### config.mk
export PLATFORM = sky130hd
export DESIGN_NAME = regbank_wr_demux
export DESIGN_NICKNAME = d
export VERILOG_FILES = /design/src/rtl/nrisc_pkg.sv /design/src/rtl/dec4x16.sv /design/src/rtl/regbank_wr_demux.sv
export SDC_FILE = /design/constraint.sdc
export NUM_CORES = 1
export LEC_CHECK = 0
export BUFFER_PORTS_ARGS = -buffer_cell sky130_fd_sc_hd__buf_2
export CAP_MARGIN = 20
export CORE_ASPECT_RATIO = 0.7
export CORE_UTILIZATION = 50
export CTS_BUF_LIST = sky130_fd_sc_hd__clkbuf_16
export CTS_CLUSTER_DIAMETER = 40
export DETAILED_ROUTE_END_ITERATION = 10
export MAX_ROUTING_LAYER = met4
export PLACE_DENSITY = 0.7
export SLEW_MARGIN = 25
export SYNTH_ARGS = -nofsm -noshare
export SYNTH_HDL_FRONTEND = slang
export SYNTH_SLANG_ARGS = --single-unit
export TNS_END_PERCENT = 20
### constraint.sdc
create_clock -name clk -period 6.7 [get_ports clk]
set_input_delay 1.005 -clock clk [delete_from_list [all_inputs] [get_ports clk]]
set_output_delay 1.005 -clock clk [all_outputs]
set_load 0.01 [all_outputs]
### src/rtl/nrisc_pkg.sv
// ---------------------------------------------------------------------------
// nrisc_pkg
//   Definitions shared by the register-bank write side and its decoder:
//     - NREG         : number of registers in the bank.
//     - DEFAULT_TAM  : default register data width in bits.
//     - wr_op_e      : write operation encodings (load / inc / dec / clear).
// ---------------------------------------------------------------------------
package nrisc_pkg;

  localparam int unsigned NREG        = 16;
  localparam int unsigned DEFAULT_TAM = 16;

  typedef enum logic [1:0] {
    WR_OP_LOAD = 2'b00,
    WR_OP_INC  = 2'b01,
    WR_OP_DEC  = 2'b10,
    WR_OP_CLR  = 2'b11
  } wr_op_e;

endpackage : nrisc_pkg

### src/rtl/dec4x16.sv
// ---------------------------------------------------------------------------
// dec4x16
//   Combinational 4-to-16 one-hot decoder with enable. This is the write-side
//   counterpart of the mux16x1 read path.
//   Ports:
//     en     : when 0 the output is all zero.
//     addr   : index of the bit to set.
//     onehot : 1 << addr when en, otherwise 0.
// ---------------------------------------------------------------------------
module dec4x16 (
  input  logic        en,
  input  logic [3:0]  addr,
  output logic [15:0] onehot
);

  always_comb begin
    // NOTE: assign a default before any conditional write so every path
    // drives the output and no latch is inferred.
    onehot = '0;
    if (en) begin
      onehot[addr] = 1'b1;
    end
  end

endmodule : dec4x16

### src/rtl/regbank_wr_demux.sv
// ---------------------------------------------------------------------------
// regbank_wr_demux
//   Write side of the 16-entry register bank. A request is captured into a
//   one-entry pending stage (valid/ready handshake) and committed on the next
//   edge where WR_stall is low, applying load / inc / dec / clear to the
//   addressed register. All registers are exposed flattened for the read muxes.
//   Ports:
//     clk, rst   : rising-edge clock, synchronous active-high reset.
//     WR_valid   : request present.
//     WR_ready   : pending stage can accept this cycle (combinational).
//     WR_addr    : destination register index.
//     WR_op      : 00 load, 01 inc, 10 dec, 11 clear.
//     WR_data    : load data (ignored for other ops).
//     WR_stall   : holds the pending entry uncommitted.
//     REG_flat   : register k at bits [k*TAM +: TAM].
//     WR_onehot  : one-hot of the write committed at the previous edge, else 0.
//     WR_busy    : pending entry valid.
// ---------------------------------------------------------------------------
module regbank_wr_demux
  import nrisc_pkg::*;
#(
  parameter int unsigned TAM     = DEFAULT_TAM,
  parameter bit          R0_ZERO = 1'b1
) (
  input  logic                clk,
  input  logic                rst,
  input  logic                WR_valid,
  output logic                WR_ready,
  input  logic [3:0]          WR_addr,
  input  logic [1:0]          WR_op,
  input  logic [TAM-1:0]      WR_data,
  input  logic                WR_stall,
  output logic [NREG*TAM-1:0] REG_flat,
  output logic [NREG-1:0]     WR_onehot,
  output logic                WR_busy
);

  // Pending stage
  logic           pend_valid_q, pend_valid_d;
  logic [3:0]     pend_addr_q,  pend_addr_d;
  wr_op_e         pend_op_q,    pend_op_d;
  logic [TAM-1:0] pend_data_q,  pend_data_d;

  // Register bank and commit indicator
  logic [TAM-1:0]  regs_q [NREG];
  logic [TAM-1:0]  regs_d [NREG];
  logic [NREG-1:0] onehot_q, onehot_d;

  logic            accept;
  logic            commit;
  logic [NREG-1:0] wr_en;

  // Ready depends only on whether the entry can leave this cycle, so the stage
  // drains and refills at the same edge for full throughput.
  assign WR_ready = ~pend_valid_q | ~WR_stall;
  assign accept   = WR_valid & WR_ready;
  assign commit   = pend_valid_q & ~WR_stall;

  dec4x16 u_dec (
    .en     (commit),
    .addr   (pend_addr_q),
    .onehot (wr_en)
  );

  // Pending-stage next state
  always_comb begin
    pend_valid_d = pend_valid_q;
    pend_addr_d  = pend_addr_q;
    pend_op_d    = pend_op_q;
    pend_data_d  = pend_data_q;
    if (accept) begin
      pend_valid_d = 1'b1;
      pend_addr_d  = WR_addr;
      pend_op_d    = wr_op_e'(WR_op);
      pend_data_d  = WR_data;
    end else if (commit) begin
      pend_valid_d = 1'b0;
    end
  end

  // Register update. Inc/dec use the value held at the commit edge, so
  // consecutive commits to one register accumulate.
  always_comb begin
    regs_d = regs_q;
    for (int k = 0; k < NREG; k++) begin
      if (wr_en[k]) begin
        unique case (pend_op_q)
          WR_OP_LOAD: regs_d[k] = pend_data_q;
          WR_OP_INC:  regs_d[k] = regs_q[k] + TAM'(1);
          WR_OP_DEC:  regs_d[k] = regs_q[k] - TAM'(1);
          WR_OP_CLR:  regs_d[k] = '0;
          default:    regs_d[k] = regs_q[k];
        endcase
      end
    end
    // Register 0 discards writes; the decoder still reports the commit.
    if (R0_ZERO) begin
      regs_d[0] = '0;
    end
  end

  assign onehot_d = wr_en;

  // NOTE: sequential state uses non-blocking assignments so every flop samples
  // pre-edge values regardless of statement order.
  always_ff @(posedge clk) begin
    if (rst) begin
      pend_valid_q <= 1'b0;
      pend_addr_q  <= '0;
      pend_op_q    <= WR_OP_LOAD;
      pend_data_q  <= '0;
      onehot_q     <= '0;
      // NOTE: the bank is architectural state with a defined reset value, so
      // it is built from flops and every entry is cleared, not left as RAM.
      for (int k = 0; k < NREG; k++) begin
        regs_q[k] <= '0;
      end
    end else begin
      pend_valid_q <= pend_valid_d;
      pend_addr_q  <= pend_addr_d;
      pend_op_q    <= pend_op_d;
      pend_data_q  <= pend_data_d;
      onehot_q     <= onehot_d;
      for (int k = 0; k < NREG; k++) begin
        regs_q[k] <= regs_d[k];
      end
    end
  end

  for (genvar g = 0; g < NREG; g++) begin : g_flat
    assign REG_flat[g*TAM +: TAM] = regs_q[g];
  end

  assign WR_onehot = onehot_q;
  assign WR_busy   = pend_valid_q;

endmodule : regbank_wr_demux

# ---- Word level (Yosys, flattened, before mapping)
# Index checks and enable logic that the tools add are counted.
dict set report op_classes {
  magnitude_cmp 2
  bitwise 6
  reduce_logical 4
  eq_ne 3
  addsub 30
  n_mux 20
}
# cell count
set ops {}
lappend ops {{$pmux W16 S4} 15}
lappend ops {{$add A16 B1 Y16 const B} 15}
lappend ops {{$sub A16 B1 Y16 const B} 15}
lappend ops {{$mux W16} 1}
lappend ops {{$lt A4 B5 Y1 const B} 1}
lappend ops {{$demux W1 S4} 1}
lappend ops {{$eq A2 B2 Y1 const B} 2}
lappend ops {{$ge A4 B1 Y1 const B} 1}
lappend ops {{$mux W1} 3}
lappend ops {{$not A1 Y1} 3}
lappend ops {{$and A1 B1 Y1} 2}
lappend ops {{$eq A2 B1 Y1 const B} 1}
lappend ops {{$logic_not A2 Y1} 1}
lappend ops {{$reduce_bool A2 Y1} 1}
lappend ops {{$reduce_or A2 Y1} 1}
lappend ops {{$logic_and A1 B1 Y1} 1}
lappend ops {{$or A1 B1 Y1} 1}
dict set report totals {
  regBits 295
  output_inout_bits 274
  inputBits 26
  wordCells 87
}

# ---- Depth between registers and ports, before layout
# Gate-level depths: netlist (run 1).
dict set report depth {
  word_depth 5
  depth_mapped 21
  mapped_depth_nobuf 11
}

# ---- Modules after synthesis
# From an unflattened synthesis (run 1), not the netlist that was laid out.
dict set report unflattened {
  cells_unflattened 3761
  area_unflattened_um2 26815.7
}
# mod cells_per_inst area_each_um2 seq_area_each_um2 n_inst
set by_module_without_submodules {}
lappend by_module_without_submodules {regbank_wr_demux 3738 26698.1 5585.4 1}
lappend by_module_without_submodules {dec4x16 23 117.6 0.0 1}

# ---- Worst setup path after synthesis (run 1)
# Ideal clock, no wire load.
dict set report synth_path {
  path_type {register to register}
  startpoint {reg pend_op_q[0]}
  endpoint {reg regs_q (netlist bit REG_flat[26])}
  synth_period_minus_slack_ps 5133
  arrival_time_ps 5006
  setup_time_ps 127
  path_buffers 10
  path_slack_ps 1567
  t_required_ps 6573
  stages_incl_launch_ff 22
  path_cell_list {dfxtp_1 -> inv_1 -> ha_1 -> buf_6 -> buf_8 -> buf_6 -> buf_2 -> buf_4 -> buf_4 -> buf_4 -> buf_2 -> buf_4 -> buf_2 -> xor2_1 -> ha_1 -> or3_1 -> a21oi_1 -> nor4_1 -> o41ai_1 -> a21oi_1 -> and3_1 -> or3_1}
}
dict set report synth_between {
  elab_chain_len 2
  word_cells_on_any_way 5
  classes_between {eq/ne: 3; mux: 1; reduce/logical: 1}
}
# item line
set synth_lines {}
lappend synth_lines {{from (decl)} regbank_wr_demux.sv:41} ;# wr_op_e pend_op_q, pend_op_d;
lappend synth_lines {{from (signal assigned)} regbank_wr_demux.sv:121} ;# pend_op_q <= pend_op_d;
lappend synth_lines {{$eq A2 B2 Y1, or another cell as far along} -}
lappend synth_lines {{$pmux W16 S4 *} regbank_wr_demux.sv:87} ;# unique case (pend_op_q)
lappend synth_lines {{to (signal, indexed assignment)} regbank_wr_demux.sv:125} ;# regs_q[k] <= regs_d[k];
lappend synth_lines {{to (decl)} regbank_wr_demux.sv:45} ;# logic [TAM-1:0] regs_q [NREG];
# Every way passes the cells marked *; elsewhere a longest branch is shown, timed or not.
# A chain may end at the register's enable or synchronous reset.

# ---- Final worst setup path (run 1)
dict set report layout_path {
  startpoint {reg pend_op_q[0]}
  endpoint {reg regs_q (netlist bit REG_flat[237])}
}
# The elaborated chain is that of the path after synthesis.

==> results of run 1 <==
==> cell usage after synthesis (39+ instances only) <==
library cell / count
clkbuf_1: 328
a22oi_1: 42
a21o_1: 40
nor4_1: 60
buf_2: 74
o22ai_1: 62
nand3_1: 97
mux2i_1: 43
xnor2_1: 128
and2_1: 41
o21ai_0: 258
nor3_1: 146
ha_1: 52
o31a_1: 40
and3_1: 45
a21oi_1: 386
o211ai_1: 39
o31ai_1: 59
nor2_1: 352
xor2_1: 78
nand2_1: 288
dfxtp_1: 279
inv_1: 55
or3_1: 44
nand2b_1: 46
a31oi_1: 81
==> layout make-up <==
| class | instances | area, um^2 |
|---|---|---|
| clock inverter | 38 | 377 |
| clock buffer | 48 | 1200 |
| sequential | 279 | 5590 |
| fill | 5095 | 23300 |
| multi-input combinational | 3052 | 19100 |
| inverter | 56 | 214 |
| timing repair buffer | 339 | 1940 |
| tap | 684 | 856 |
==> how the worst max path moves through the flow <==
stage,to,cells after the start
after floorplan,REG_flat[26],21
after global placement,REG_flat[174],9
after detailed placement,REG_flat[220],12
after CTS,REG_flat[220],12
after global routing,REG_flat[220],12
final,REG_flat[237],11
==> registers in the layout, indices dropped and copies added (netlist names) <==
name         count
REG_flat       240
WR_onehot       16
pend_data_q     16
pend_addr_q      4
pend_op_q        2
WR_busy          1
==> power breakdown <==
| part | switching [mW] | total [mW] | internal [mW] |
|---|---|---|---|
| registers | 0.0182 | 1.69 | 1.67 |
| logic | 0.463 | 0.652 | 0.188 |
| clock network | 0.995 | 2.48 | 1.48 |
| total | 1.48 | 4.82 | 3.34 |
==> worst max-delay path, cell delays in order (launching register included) <==
cell and delay, ps:
dfxtp_1 310, inv_1 170, ha_4 530, buf_4 650, buf_4 490, nor2b_1 190, a22o_1 180, a22oi_2 110
a221o_1 420, o41ai_2 380, xnor2_1 100, a311oi_1 240
==> layer usage <==
layer | vias to the layer above | track usage | wire (um)
li1 | 14159 | - | -
met1 | 14055 | 0.513 | 43800
met2 | 1771 | 0.503 | 40800
met3 | 219 | 0.0681 | 11600
met4 | 0 | 0.135 | 3720
met5 | - | - | 0
==> cells by family (layout without fill, tap and decap cells) <==
group | Yosys count | in the layout | synth area share
multiplexers | 46 | 46 | 0.0174
AO/OA/AOI/OAI | 1417 | 1417 | 0.351
adder cells (fa/ha/maj) | 52 | 52 | 0.0243
XOR/XNOR | 207 | 207 | 0.0681
other | 1 | 16 | 0.000140
buffers and inverters | 519 | 481 | 0.0818
AND/OR/NAND/NOR | 1314 | 1314 | 0.248
flip-flops | 279 | 279 | 0.209
==> per-stage QoR <==
step | area [um^2] | cells
floorplan | 26800 | 3850
global placement | 27600 | 4408
detailed placement | 27700 | 4410
CTS | 29300 | 4496
global route | 29300 | 4496
finish | 29300 | 4496
==> results.json, run 1 <==
{
  "min_path_cells": 2,
  "setup_viol": 0,
  "min_path_type": "reg2reg",
  "slew_headroom": 0.178,
  "dieHeight_um": 195,
  "grtUsageTotal": 0.362,
  "startpoint_type": "flip-flop",
  "netlist_top_cells_area": "dfxtp_1, a21oi_1, nor2_1, o21ai_0, clkbuf_1",
  "antenna_cells": 0,
  "power_density_nw_per_um2": 164,
  "wl_per_cell_um": 22.2,
  "ant_nets": 0,
  "critPathMaxFanout": 64,
  "finalSetupTns_ps": 0,
  "synth_seq_cells": 279,
  "syn_avg_cell_area_um2": 6.97,
  "drcViolationCount": 0,
  "cts_setup_buffers": 0,
  "layout_commonest_cell": "a21oi_1",
  "pre_cts_ws_ps": 2800,
  "max_freq_mhz": 255,
  "r2r_end": "REG_flat[237]",
  "timing.final.crit_share": 0.584,
  "ctsHoldBuffers": 0,
  "regToRegSetupSlack_ps": 2780,
  "start_util": 0.509,
  "maxSlewViolCount": 0,
  "reg2reg_from": "pend_op_q[0]",
  "post-dp-hpwl_mm": 62.7,
  "numCtsBuffers": 47,
  "power_mw": 4.82,
  "vias": 30204,
  "post-route-min-period_ps": 3920,
  "leakage_nw": 11.0,
  "drt-pass1-iter-count": 6,
  "grt_max_degree": 145,
  "tightest_slew_ps": 1230,
  "yosysTopAreaCell": "dfxtp_1",
  "hold_path_end": "pend_data_q[1]",
  "worst_hold_slack_ps": 452,
  "ys_types": 92,
  "placementRows": 70,
  "rsz0062_at_grt": "false",
  "cp-startpoint": "pend_op_q[0]",
  "clk_pin_slew_ps": 60,
  "grt_pass1_wl_mm": 154,
  "grt_pass1_vias": 25673,
  "status": "completed",
  "synth_flop_cell": "dfxtp_1",
  "clock-sinks": 279,
  "dieWidth_um": 278,
  "final_cell_mix": "a21oi_1, nor2_1, nand2_1, buf_2, dfxtp_1",
  "cts.repair.resized": 0,
  "cts-htree-levels": 2,
  "synth_edf_count": 0,
  "yosysWarnings": 0,
  "area_growth_pct": 9.57,
  "peakVddDrop_uv": 176,
  "core_region_area_um2": 52600,
  "ctsLongestPathBuffers": 3,
  "postLayoutCoreUtil": 0.558,
  "maxCapViolations": 0,
  "cp.arrival_ps": 4420,
  "clk_latency_ps": 600,
  "grt.overflow.total": 0,
  "via_per_inst": 6.72,
  "nets": 3853,
  "globalplace.congestion": 0.956,
  "cts_tree": "done",
  "ys_async_sr_fraction": 0,
  "drt-initial-drc-count": 3644,
  "rr_worst_depth": 11,
  "ys_seq_area_frac": 0.209,
  "netlist_area_um2": 26700,
  "wl_mm": 99.8,
  "holdCritStartpoint": "pend_data_q[1]",
  "cts-root-buf": "clkbuf_16",
  "die_area_um2": 54400,
  "drive_gt1_frac": 0.131,
  "ios": 300,
  "antenna_found_initial": 5,
  "fin_ws_ps": 2780,
  "crit_type": "reg2reg",
  "synth_top_area_frac": 0.209,
  "synth_cells": 3835,
  "critical_path_required_ps": 7210,
  "end_kind": "flip-flop",
  "numPortBuffers": 283,
  "finClkSkew_ps": 21.2,
  "hold_violations": 0
}
No activity file was read; power rests on OpenSTA's default activity.
==> inputs of run 2 (changes only) <==
==> constraint.sdc (replaced) <==
create_clock -name clk -period 3.9 [get_ports clk]
set_input_delay 0.585 -clock clk [delete_from_list [all_inputs] [get_ports clk]]
set_output_delay 0.585 -clock clk [all_outputs]
set_load 0.01 [all_outputs]
==> run 2 against run 1 <==
Effect of this change: sequential power is 72% higher; hold slack worse by 230 ps; global-route usage is 0.65 points higher; critical path type unchanged; largest cell class unchanged.
==> results.json, run 2 (same netlist as run 1, synthesis figures left out) <==
{
  "power_mw": 8.91,
  "comb_power_share": 0.131,
  "dieHeight_um": 195,
  "max_stage_delay_ps": 590,
  "end_kind": "flip-flop",
  "final_cell_mix": "a21oi_1, nor2_1, nand2_1",
  "met3_usage": 0.0833,
  "hold_path_end": "pend_data_q[3]",
  "core_region_area_um2": 52600,
  "fillCellCount": 5095,
  "finClkSkew_ps": 23.1,
  "cts_setup_buffers": 0,
  "via_per_inst": 6.74,
  "r2r_end": "REG_flat[220]",
  "critical_path_required_ps": 4350,
  "area_growth_pct": 12.1,
  "layout_commonest_cell": "a21oi_1",
  "maxSlewViolCount": 0,
  "cts-root-buf": "clkbuf_16",
  "globalplace.congestion": 0.966,
  "peakVddDrop_uv": 310,
  "pwr-share-seq": 0.326,
  "clock-sinks": 279,
  "rr_worst_depth": 12,
  "grt_pass1_wl_mm": 157,
  "drt-pass1-iter-count": 6,
  "setup_viol": 0,
  "die_area_um2": 54400,
  "drt-initial-drc-count": 4429,
  "power_frac_clock": 0.543,
  "cts_tree": "done",
  "hold_violations": 0,
  "nets": 3904,
  "largest_register_ff_count": 240,
  "wl_per_cell_um": 22.3,
  "min_path_type": "in2reg",
  "grt-busiest-layer": "met1",
  "gr-usage-met2": 0.510,
  "ctsHoldBuffers": 0,
  "crit_chain": "inv_2 > ha_4 > buf_12 > xor2_1 > ha_1 > a21boi_0 > o22ai_1 > o41ai_1 > a21oi_1 > xnor2_1 > a211oi_1 > nor3_1",
  "ios": 300,
  "max_freq_mhz": 283,
  "vias": 30713,
  "numPortBuffers": 283,
  "postLayoutCoreUtil": 0.570,
  "placementRows": 70,
  "slowest_stage": "ha_4",
  "holdCritStartpoint": "WR_data[3]",
  "ctsLongestPathBuffers": 3,
  "slew_headroom": 0.230,
  "post-route-min-period_ps": 3540,
  "maxCapViolations": 0,
  "cts.repair.resized": 0,
  "grt_pass1_vias": 26174,
  "worst_hold_slack_ps": 220,
  "dieWidth_um": 278,
  "start_util": 0.509,
  "reg2reg_from": "pend_op_q[0]",
  "swShare": 0.293,
  "tightest_slew_ps": 1160,
  "grt_max_degree": 163,
  "post-dp-hpwl_mm": 65.7,
  "cts-htree-levels": 2,
  "p_int_mw": 6.30,
  "leakage_nw": 11.4,
  "numCtsBuffers": 49,
  "grt.overflow.total": 0,
  "ant_nets": 0,
  "drcViolationCount": 0,
  "antenna_found_initial": 2,
  "drive_gt1_frac": 0.142,
  "finalSetupTns_ps": 0,
  "timing.final.crit_share": 0.907,
  "regToRegSetupSlack_ps": 360,
  "critPathMaxFanout": 49,
  "rsz0062_at_grt": "false",
  "use_met1": 0.511,
  "startpoint_type": "flip-flop",
  "crit_type": "reg2reg",
  "cp.arrival_ps": 3990,
  "status": "completed",
  "min_path_cells": 3,
  "grtUsageTotal": 0.369,
  "p_switching_mw": 2.61,
  "clk_pin_slew_ps": 60,
  "clk_latency_ps": 600,
  "power_density_nw_per_um2": 297,
  "wl_mm": 102
}
## run 2: through the flow
step           area, um^2  instances  worst slack [ps]
2_1_floorplan       26900       3850              -124
3_5_place_dp        28200       4459               453
6_report            30000       4554               361
4_1_cts             30000       4551               416
3_3_place_gp        28200       4459               477
5_1_grt             30000       4552              81.5
## run 2: area by class of cell
class	instances	area, um^2	share of cell area
multi-input combinational	3052	19100	0.637
sequential	279	5590	0.186
timing repair buffer	388	2400	0.0802
clock buffer	51	1280	0.0426
tap	684	856	0.0286
clock inverter	41	522	0.0174
inverter	56	214	0.00714
antenna	3	7.51	0.000250
## run 2: critical path: cells and delay by family, from the launching register on
family | cells | cell delay [ps]
simple gates | 1 | 80
fa+ha+maj | 2 | 800
xor+xnor | 2 | 350
buf+inv | 2 | 430
flops | 1 | 320
compound gates | 5 | 1380
## run 2: worst max path at each step
stage	start	end	slack, ps	depth (start not counted)
after floorplan	pend_op_q[0]	REG_flat[26]	-120	21
after global placement	pend_op_q[0]	REG_flat[220]	480	12
after detailed placement	pend_op_q[0]	REG_flat[220]	450	12
after CTS	pend_op_q[0]	REG_flat[220]	420	12
after global routing	pend_op_q[0]	REG_flat[220]	80	12
final	pend_op_q[0]	REG_flat[220]	360	12
## run 2: per-layer routing
| metal | up-vias | wire length, um |
|---|---|---|
| met1 | 14387 | 43300 |
| li1 | 14282 | - |
| met5 | - | 0 |
| met2 | 1782 | 41900 |
| met3 | 262 | 12400 |
| met4 | 0 | 4130 |
## run 2: power by group through the flow
stage	Clock, mW	Combinational (mW)	Sequential, mW
2_1_floorplan	0	0.793	2.95
3_3_place_gp	0	1.12	2.96
3_5_place_dp	0	1.13	2.96
4_1_cts	4.87	1.13	2.90
5_1_grt	4.99	1.23	2.90
6_report	4.84	1.17	2.90
